[src/rtl/imm_operand_encoder_if.sv]
// Handshake and result bundle for the rotated-immediate encoder.
// The master side issues start/value; the slave side is the encoder.
interface imm_operand_encoder_if;
  logic        start;
  logic [31:0] value;
  logic        busy;
  logic        done;
  logic        valid;
  logic        inverted;
  logic [3:0]  rotate_imm;
  logic [7:0]  imm8;
  logic [11:0] encoding;
  logic        carry_out;

  modport master (
    output start, value,
    input  busy, done, valid, inverted, rotate_imm, imm8, encoding, carry_out
  );

  modport slave (
    input  start, value,
    output busy, done, valid, inverted, rotate_imm, imm8, encoding, carry_out
  );
endinterface

[src/rtl/imm_operand_encoder.sv]
// Iterative encoder of a 32-bit constant into {rotate_imm, imm8}.
// One rotation is tried per cycle; optional second pass on the complement for MOV/MVN.
module imm_operand_encoder #(
  parameter bit ALLOW_INVERT = 1'b1
) (
  input logic                 clk,
  input logic                 reset_n,
  imm_operand_encoder_if.slave bus
);

  typedef enum logic [1:0] {StIdle, StSearch, StDone} state_e;

  state_e      state_q, state_d;
  logic [31:0] work_q, work_d;
  logic [3:0]  rot_q, rot_d;
  logic        pass_q, pass_d;

  logic        valid_q, valid_d;
  logic        inverted_q, inverted_d;
  logic [3:0]  rotate_q, rotate_d;
  logic [7:0]  imm8_q, imm8_d;
  logic        carry_q, carry_d;
  logic        load_res;

  // Rotate left by 2*rot: the upper half of the doubled word shifted left.
  logic [4:0]  shamt;
  logic [63:0] doubled;
  logic [31:0] cand;
  logic        hit;

  assign shamt   = {rot_q, 1'b0};
  assign doubled = {work_q, work_q} << shamt;
  assign cand    = doubled[63:32];
  assign hit     = (cand[31:8] == 24'd0);

  always_comb begin
    state_d    = state_q;
    work_d     = work_q;
    rot_d      = rot_q;
    pass_d     = pass_q;
    load_res   = 1'b0;
    valid_d    = 1'b0;
    inverted_d = 1'b0;
    rotate_d   = 4'd0;
    imm8_d     = 8'd0;
    carry_d    = 1'b0;

    unique case (state_q)
      StIdle, StDone: begin
        if (bus.start) begin
          work_d  = bus.value;
          rot_d   = 4'd0;
          pass_d  = 1'b0;
          state_d = StSearch;
        end else begin
          state_d = StIdle;
        end
      end
      StSearch: begin
        if (hit) begin
          state_d    = StDone;
          load_res   = 1'b1;
          valid_d    = 1'b1;
          inverted_d = pass_q;
          rotate_d   = rot_q;
          imm8_d     = cand[7:0];
          // A zero rotation leaves the shifter carry untouched.
          carry_d    = (rot_q != 4'd0) && work_q[31];
        end else if (rot_q != 4'd15) begin
          rot_d = rot_q + 4'd1;
        end else if (!pass_q && ALLOW_INVERT) begin
          work_d = ~work_q;
          rot_d  = 4'd0;
          pass_d = 1'b1;
        end else begin
          state_d  = StDone;
          load_res = 1'b1;
        end
      end
      default: state_d = StIdle;
    endcase
  end

  always_ff @(posedge clk) begin
    if (!reset_n) begin
      state_q    <= StIdle;
      work_q     <= 32'd0;
      rot_q      <= 4'd0;
      pass_q     <= 1'b0;
      valid_q    <= 1'b0;
      inverted_q <= 1'b0;
      rotate_q   <= 4'd0;
      imm8_q     <= 8'd0;
      carry_q    <= 1'b0;
    end else begin
      state_q <= state_d;
      work_q  <= work_d;
      rot_q   <= rot_d;
      pass_q  <= pass_d;
      if (load_res) begin
        valid_q    <= valid_d;
        inverted_q <= inverted_d;
        rotate_q   <= rotate_d;
        imm8_q     <= imm8_d;
        carry_q    <= carry_d;
      end
    end
  end

  assign bus.busy       = (state_q == StSearch);
  assign bus.done       = (state_q == StDone);
  assign bus.valid      = valid_q;
  assign bus.inverted   = inverted_q;
  assign bus.rotate_imm = rotate_q;
  assign bus.imm8       = imm8_q;
  assign bus.encoding   = {rotate_q, imm8_q};
  assign bus.carry_out  = carry_q;

endmodule

[src/flat_wrapper.sv]
// flat-port wrapper written by rule: the top's interface ports become plain ports
module imm_operand_encoder_flat 
#(
  parameter bit ALLOW_INVERT = 1'b1
)
  (clk, reset_n, bus_start, bus_value, bus_busy, bus_done, bus_valid, bus_inverted, bus_rotate_imm, bus_imm8, bus_encoding, bus_carry_out);
  imm_operand_encoder_if bus_i ();
  input logic clk;
  input logic reset_n;
  input wire logic [$bits(bus_i.start)-1:0] bus_start;
  input wire logic [$bits(bus_i.value)-1:0] bus_value;
  output wire logic [$bits(bus_i.busy)-1:0] bus_busy;
  output wire logic [$bits(bus_i.done)-1:0] bus_done;
  output wire logic [$bits(bus_i.valid)-1:0] bus_valid;
  output wire logic [$bits(bus_i.inverted)-1:0] bus_inverted;
  output wire logic [$bits(bus_i.rotate_imm)-1:0] bus_rotate_imm;
  output wire logic [$bits(bus_i.imm8)-1:0] bus_imm8;
  output wire logic [$bits(bus_i.encoding)-1:0] bus_encoding;
  output wire logic [$bits(bus_i.carry_out)-1:0] bus_carry_out;
  assign bus_i.start = bus_start;
  assign bus_i.value = bus_value;
  assign bus_busy = bus_i.busy;
  assign bus_done = bus_i.done;
  assign bus_valid = bus_i.valid;
  assign bus_inverted = bus_i.inverted;
  assign bus_rotate_imm = bus_i.rotate_imm;
  assign bus_imm8 = bus_i.imm8;
  assign bus_encoding = bus_i.encoding;
  assign bus_carry_out = bus_i.carry_out;
  imm_operand_encoder #(.ALLOW_INVERT(ALLOW_INVERT)) u_core (.clk(clk), .reset_n(reset_n), .bus(bus_i));
endmodule
[config.mk]
export PLATFORM = sky130hd
export DESIGN_NAME = imm_operand_encoder_flat
export DESIGN_NICKNAME = d
export VERILOG_FILES = /design/src/rtl/imm_operand_encoder_if.sv /design/src/rtl/imm_operand_encoder.sv /design/src/flat_wrapper.sv
export SDC_FILE = /design/constraint.sdc
export NUM_CORES = 1
export LEC_CHECK = 0
export BUFFER_PORTS_ARGS = -buffer_cell sky130_fd_sc_hd__buf_2
export CAP_MARGIN = 5
export CORE_ASPECT_RATIO = 0.9
export CORE_MARGIN = 10
export CORE_UTILIZATION = 40
export DETAILED_ROUTE_END_ITERATION = 8
export GPL_TIMING_DRIVEN = 0
export HOLD_SLACK_MARGIN = 0.15
export PLACE_DENSITY = 0.72
export SLEW_MARGIN = 20
export SYNTH_ARGS = -nofsm -noshare
export SYNTH_HDL_FRONTEND = slang
export SYNTH_SLANG_ARGS = --single-unit
[constraint.sdc]
create_clock -name clk -period 2.8 [get_ports clk]
set_input_delay 0.14 -clock clk [delete_from_list [all_inputs] [get_ports clk]]
set_output_delay 0.14 -clock clk [all_outputs]
set_load 0.1 [all_outputs]
# [Word level (Yosys, flattened, before mapping)]
# Cells that the tools add are included.
[totals] regBits=54 in_bits=35 out_inout_bits=29 word_cells=65
[classes] addsub=1 eq_ne=10 shifts=1 mux=33 n_bitwise=1 reduce_logical=10
[op_table] cell="$mux 32" count=4
[op_table] cell="$pmux 32 s2" count=1
[op_table] cell="$shl 64x5->64" count=1
[op_table] cell="$not 32->32" count=1
[op_table] cell="$logic_not 24->1" count=1
[op_table] cell="$mux 4" count=6
[op_table] cell="$mux 8" count=2
[op_table] cell="$mux 1" count=14
[op_table] cell="$ne 2x2->1 const B" count=4
[op_table] cell="$pmux 4 s2" count=1
[op_table] cell="$reduce_and 4->1" count=2
[op_table] cell="$mux 2" count=3
[op_table] cell="$reduce_and 5->1" count=1
[op_table] cell="$add 4x1->4 const B" count=1
[op_table] cell="$ne 4x4->1 const B" count=1
[op_table] cell="$pmux 2 s2" count=1
[op_table] cell="$reduce_bool 4->1" count=1
[op_table] cell="$ne 3x1->1 const B" count=1
[op_table] cell="$ne 3x2->1 const B" count=1
[op_table] cell="$ne 3x3->1 const B" count=1
[op_table] cell="$eq 2x1->1 const B" count=1
[op_table] cell="$eq 2x2->1 const B" count=1
[op_table] cell="$logic_not 2->1" count=1
[op_table] cell="$pmux 1 s2" count=1
[op_table] cell="other kinds (4)" count=4

# [Depth between registers and ports, before layout]
[depth] depth_word=5 depth_mapped=13 depth_no_buf=7

# [Worst setup path before layout]
# Ideal clock, no wire load.
[synth_path] kind="flip-flop to flip-flop" start="reg u_core.rot_q[0]" end="reg u_core.pass_q" setup_time_ns=0.116 arrival_ns=2.742 required_ns=2.684 setup_slack_ns=-0.058 path_stages_with_launch=11 path_buffers=3 synth_period_minus_slack_ns=2.858 path_cell_list="dfxtp_1 -> buf_2 -> mux4_2 -> or4_1 -> nor2_1 -> a21oi_1 -> a2111oi_4 -> buf_4 -> buf_4 -> nor3b_1 -> o211a_1"
[synth_between] elab_chain_len=4 elab_cells_between_ends=6 classes_between="3 x eq/ne; 1 x shift; 2 x reduce/logical"
[synth_rtl] element="from (decl)" line_no="imm_operand_encoder.sv:15" source="logic [3:0] rot_q, rot_d;"
[synth_rtl] element="from (signal assigned)" line_no="imm_operand_encoder.sv:98" source="rot_q <= rot_d;"
[synth_rtl] element="$shl 64x5->64" line_no="imm_operand_encoder.sv:32" source="assign doubled = {work_q, work_q} << shamt;"
[synth_rtl] element="$logic_not 24->1" line_no="imm_operand_encoder.sv:34" source="assign hit = (cand[31:8] == 24'd0);"
[synth_rtl] element="$ne 2x2->1 (no source line)"
[synth_rtl] element="$reduce_and 4->1 (no source line) (*)"
[synth_rtl] element="to (signal assigned)" line_no="imm_operand_encoder.sv:99" source="pass_q <= pass_d;"
[synth_rtl] element="to (decl)" line_no="imm_operand_encoder.sv:16" source="logic pass_q, pass_d;"
# Mark *: on every way between the ends. The rest lies on a longest branch, timed or not.
# A chain may end at the register's enable or synchronous reset.

# [Final worst setup path]
[layout_path] start="reg u_core.rot_q[1]" end="reg u_core.work_q[13]"
[layout_between] elab_chain_len=4 elab_cells_between_ends=6 classes_between="3 x eq/ne; 1 x shift; 2 x reduce/logical"
[layout_rtl] element="$shl 64x5->64" line_no="imm_operand_encoder.sv:32"
[layout_rtl] element="$logic_not 24->1" line_no="imm_operand_encoder.sv:34"
[layout_rtl] element="$ne 2x2->1 (no source line)"
[layout_rtl] element="$reduce_and 5->1 (no source line) (*)"
[layout_rtl] element="to (signal assigned)" line_no="imm_operand_encoder.sv:97" source="work_q <= work_d;"
[layout_rtl] element="to (decl)" line_no="imm_operand_encoder.sv:14" source="logic [31:0] work_q, work_d;"
# Marks and branches as above.

==> results by group <==
Global routing
  • GR peak layer: met2
  • Vias in the first global route: ~4600
  • GRT Resource Usage Total: between 20% and 30%
  • First-pass GRT wire length: 27.0 mm
  • Met3 Usage GRT: under 10%
  • GR Overflow Total: 0
  • Largest net degree at the start of global routing: 18
  • Grt met2 use: a little over a third
  • Met1 track demand over resource: between 20% and 30%
  • Initial antenna violation count: 0

Power and ir drop
  • Sequential power share: about 37%
  • Sw power: 822 uW
  • Power density over cell area: about 420 nW/um^2
  • Pleak: 0.00222 uW
  • Sw Ratio: approximately 34%
  • Combinational Power Share: about a third
  • Max VDD drop: ~0.28 mV
  • Pwr Total: around 2400 uW
  • Clk network pwr share: between 30% and 40%
  • Pint: 1590 uW

Setup path
  • Critical Path RT: between 3 and 4 ns
  • Delay-heaviest family, CP: buffers and inverters
  • Worst EP arrival: approximately 3.3 ns
  • CP Cell Sequence: buf_8 > buf_12 > buf_12 > clkbuf_16 > nor3b_4 > o211ai_1 > o41ai_2 > o211ai_1 > a2111oi_4 > buf_4 > buf_6 > clkbuf_16 > or4_1 > a31oi_1
  • Critical Path End Type: register
  • CP max stage cell: or4_1
  • Reg-to-Reg End: u_core.work_q[13]
  • Crit path to: u_core.work_q[13]
  • Worst path buffer plus inverter count: 7
  • Crit-path max FO: 7
  • Setup Crit Path Kind: register to register
  • Reg-to-Reg Start: u_core.rot_q[1]
  • Reg-to-reg setup timing slack: -0.23 ns
  • Startpoint types: register
  • Worst Setup SP: u_core.rot_q[1]
  • CP peak stage delay: 0.47 ns
  • Critical path depth in cells: 14
  • R2R depth: 14

Synthesis
  • Post-synth cell types: slightly below 60
  • Synthesized instance count: a little over 500
  • Yosys warnings: 0
  • Flops & latches, synth: 54
  • Sequential element share of the synthesized area: roughly 25%
  • Count of flip-flops with a built-in enable after synthesis: 0
  • Async S/R FF share, synth: 0%
  • Post-Syn Area per Cell: ~8.6 sq um
  • Net Count, Synth: approximately 540
  • Post-synthesis cell area: about 4300 sq um
  • Most used DFF post-synth: dfxtp_1

Floorplanning
  • Die height: approximately 120 um
  • Die ar.: ~15000 sq um
  • Row count: 36
  • Io pins: between 60 and 70
  • Die width: roughly 130 um
  • Core area: 10700 sq um
  • Starting Density: between 40% and 50%

Final layout
  • ANT cells: 0
  • Synth-to-Final Area Change: 30.6%
  • Share of layout cells above drive strength 1: between 30% and 40%
  • Final layout net count: about 630
  • Fillcell total: roughly 1000

Route
  • Vias/cell: 6.70
  • Initial drt markers: ~640
  • Total routed wirelength: between 15 and 20 mm
  • Drt wl/cell: between 20 and 30 um
  • Final ANT Viol Nets: 0
  • Residual DRC: 0
  • DR vias: slightly below 5000
  • DRT Pass-1 Iters: 5

Timing
  • Setup-failing EPs final: 54
  • Min cycle time layout: 3.03 ns
  • Clock Skews: between 0.006 and 0.007 ns
  • RSZ-0062 raised after global routing: true
  • Setup_tns: -7.74 ns
  • Worst slew pin tran: roughly 0.76 ns
  • Max-slew violations: 0
  • PnR worst setup slack: -0.226 ns
  • Final period utilization: 108%
  • Peak Freq: ~330 MHz
  • Final hold viol count: 0
  • Relative slew margins: between 40% and 50%

Worst hold path
  • Hold WC Path Type: primary input to register

Clock tree
  • Clock Latency Late Sink: about 0.3 ns
  • TritonCTS clock tree: built
  • Root buffer cell: clkbuf_16
  • Clock sinks: 54
  • Clock transition at the registers of the reported paths: ~0.080 ns
  • Max clock buf depth: 2
  • H-tree Lvls: 2
  • TritonCTS buffer count: 5

Outcome
  • Status: complete, but fails checks
  • Failing checks: setup timing

Placement
  • GPL Wtd Cong: 0.990
  • Port Buffers: 62
  • Hpwl dp: 12.8 mm

Job
  • Maxcap violations: 0
## through the flow
stage,cell area (sq um),util (%),worst slack [ns],hold slack (ns),instances
CTS,5330,49.7,-0.0918,0.165,714
floorplan,4350,-,0.00221,0.339,505
global route,5680,52.9,-0.338,0.178,726
finish,5680,52.9,-0.226,0.152,726
detailed placement,4820,45.0,-1.18,0.453,700
global placement,4820,45.0,-1.22,0.451,700
## power by group through the flow
stage | Sequential, uW | Combinational [uW] | Clock, uW
global placement | 863 | 631 | 0
global route | 882 | 827 | 776
CTS | 872 | 682 | 743
detailed placement | 865 | 629 | 0
finish | 882 | 784 | 741
floorplan | 849 | 453 | 0
## cell usage in the layout (no fill, tap or decap), drive strengths merged, types with 3 or more instances in the layout
master and count:
a211o 3, nor4b 4, nand2 28, a32o 5, a21boi 3, nor4 35
nor2 17, nor2b 5, nor3b 5, o31a 13, dfxtp 54, mux2i 18
o211ai 3, a31oi 7, or4 9, nor3 16, a22oi 11, and3 12
o31ai 3, or2 6, clkbuf 48, mux2 6, buf 120, a21oi 15
o21ai 14, a211oi 5, nand3 16, mux4 23, o21a 17, a22o 26
nand2b 7, and2 4, inv 7
## per-layer routing
layer | vias up | wire length [um] | part of all wire [%]
met2 | 350 | 8450 | 46
met4 | 0 | 579 | 3.2
met3 | 52 | 1960 | 11
met1 | 2338 | 7260 | 40
met5 | - | 0 | 0
li1 | 2124 | - | -
## tightest hold or removal path: cells and delay by family
family	cells	cell delay, ns
buffers and inverters	1	0.09
AO/OA/AOI/OAI	2	0.19
## what timing repair did
item	in CTS	in global routing
buffers inserted	12	7
gates cloned	1	5
hold buffers	1	0
endpoints found under the hold margin	1	0
gates resized for setup	68	58
endpoints found under the setup margin	54	54
pin swaps	8	7
## flip-flops by register name, indices dropped and copies added, names as in the netlist
signal                 flops
u_core.state_q             2
u_core.bus.imm8            8
u_core.bus.inverted        1
u_core.bus.valid           1
u_core.work_q             32
u_core.bus.rotate_imm      4
u_core.pass_q              1
u_core.rot_q               4
u_core.bus.carry_out       1
## worst min path at each step
stage | from | slack, ns | cells past startpoint | to
finish | bus_value[28] | 0.15 | 3 | u_core.work_q[28]
global route | bus_value[27] | 0.18 | 3 | u_core.work_q[27]
CTS | bus_value[22] | 0.16 | 3 | u_core.work_q[22]
detailed placement | bus_value[17] | 0.45 | 3 | u_core.work_q[17]
global placement | bus_value[17] | 0.45 | 3 | u_core.work_q[17]
floorplan | bus_value[17] | 0.34 | 2 | u_core.work_q[17]
## cells by family after synthesis
family / count (synthesis) / share of synthesized area (%)
muxes: 47 / 17.6
AOI/OAI and AO/OA: 141 / 24.8
and+or+nand+nor: 169 / 21.5
buffers and inverters: 90 / 10.1
DFF: 54 / 24.9
xor gates and xnor gates: 2 / 0.403
adders and majority gates: 2 / 0.576
## Yosys cell counts, types with 3 or more instances
library cell	n	area share (%)
buf_4	19	3.3
a22oi_1	11	1.9
o31ai_1	3	0.52
a211o_1	3	0.60
nor3b_1	5	0.86
a21boi_0	3	0.52
nand2b_1	7	1.0
o21ai_0	12	1.4
nor2_1	17	1.5
a32o_1	5	1.2
clkbuf_1	47	4.1
a21oi_1	15	1.7
nand2_1	28	2.4
mux2_2	6	1.6
and3_1	12	1.7
a22o_1	26	5.2
nor2b_1	5	0.72
o31a_1	13	2.6
nor4_1	35	5.0
or4_1	9	1.6
inv_1	5	0.43
nor4b_1	4	0.81
buf_1	3	0.26
mux2i_1	18	4.1
o211ai_1	3	0.52
dfxtp_1	54	25
or2_2	6	0.86
nor3_1	16	1.8
a211oi_1	5	0.86
a31oi_1	7	1.0
o21a_1	17	2.9
buf_2	13	1.5
mux4_2	23	12
nand3_1	16	1.8
## area by class of cell
cell class                 count  area, sq um  share of cell area [%]
clock inverter                 3         43.8                   0.772
tap                          133          166                    2.93
sequential                    54         1090                    19.3
multi-input combinational    361         3080                    54.3
clock buffer                   5          125                    2.20
timing repair buffer          88          606                    10.7
buffer                        76          522                    9.19
inverter                       6         35.0                   0.617
(Power assumes the default switching activity.)
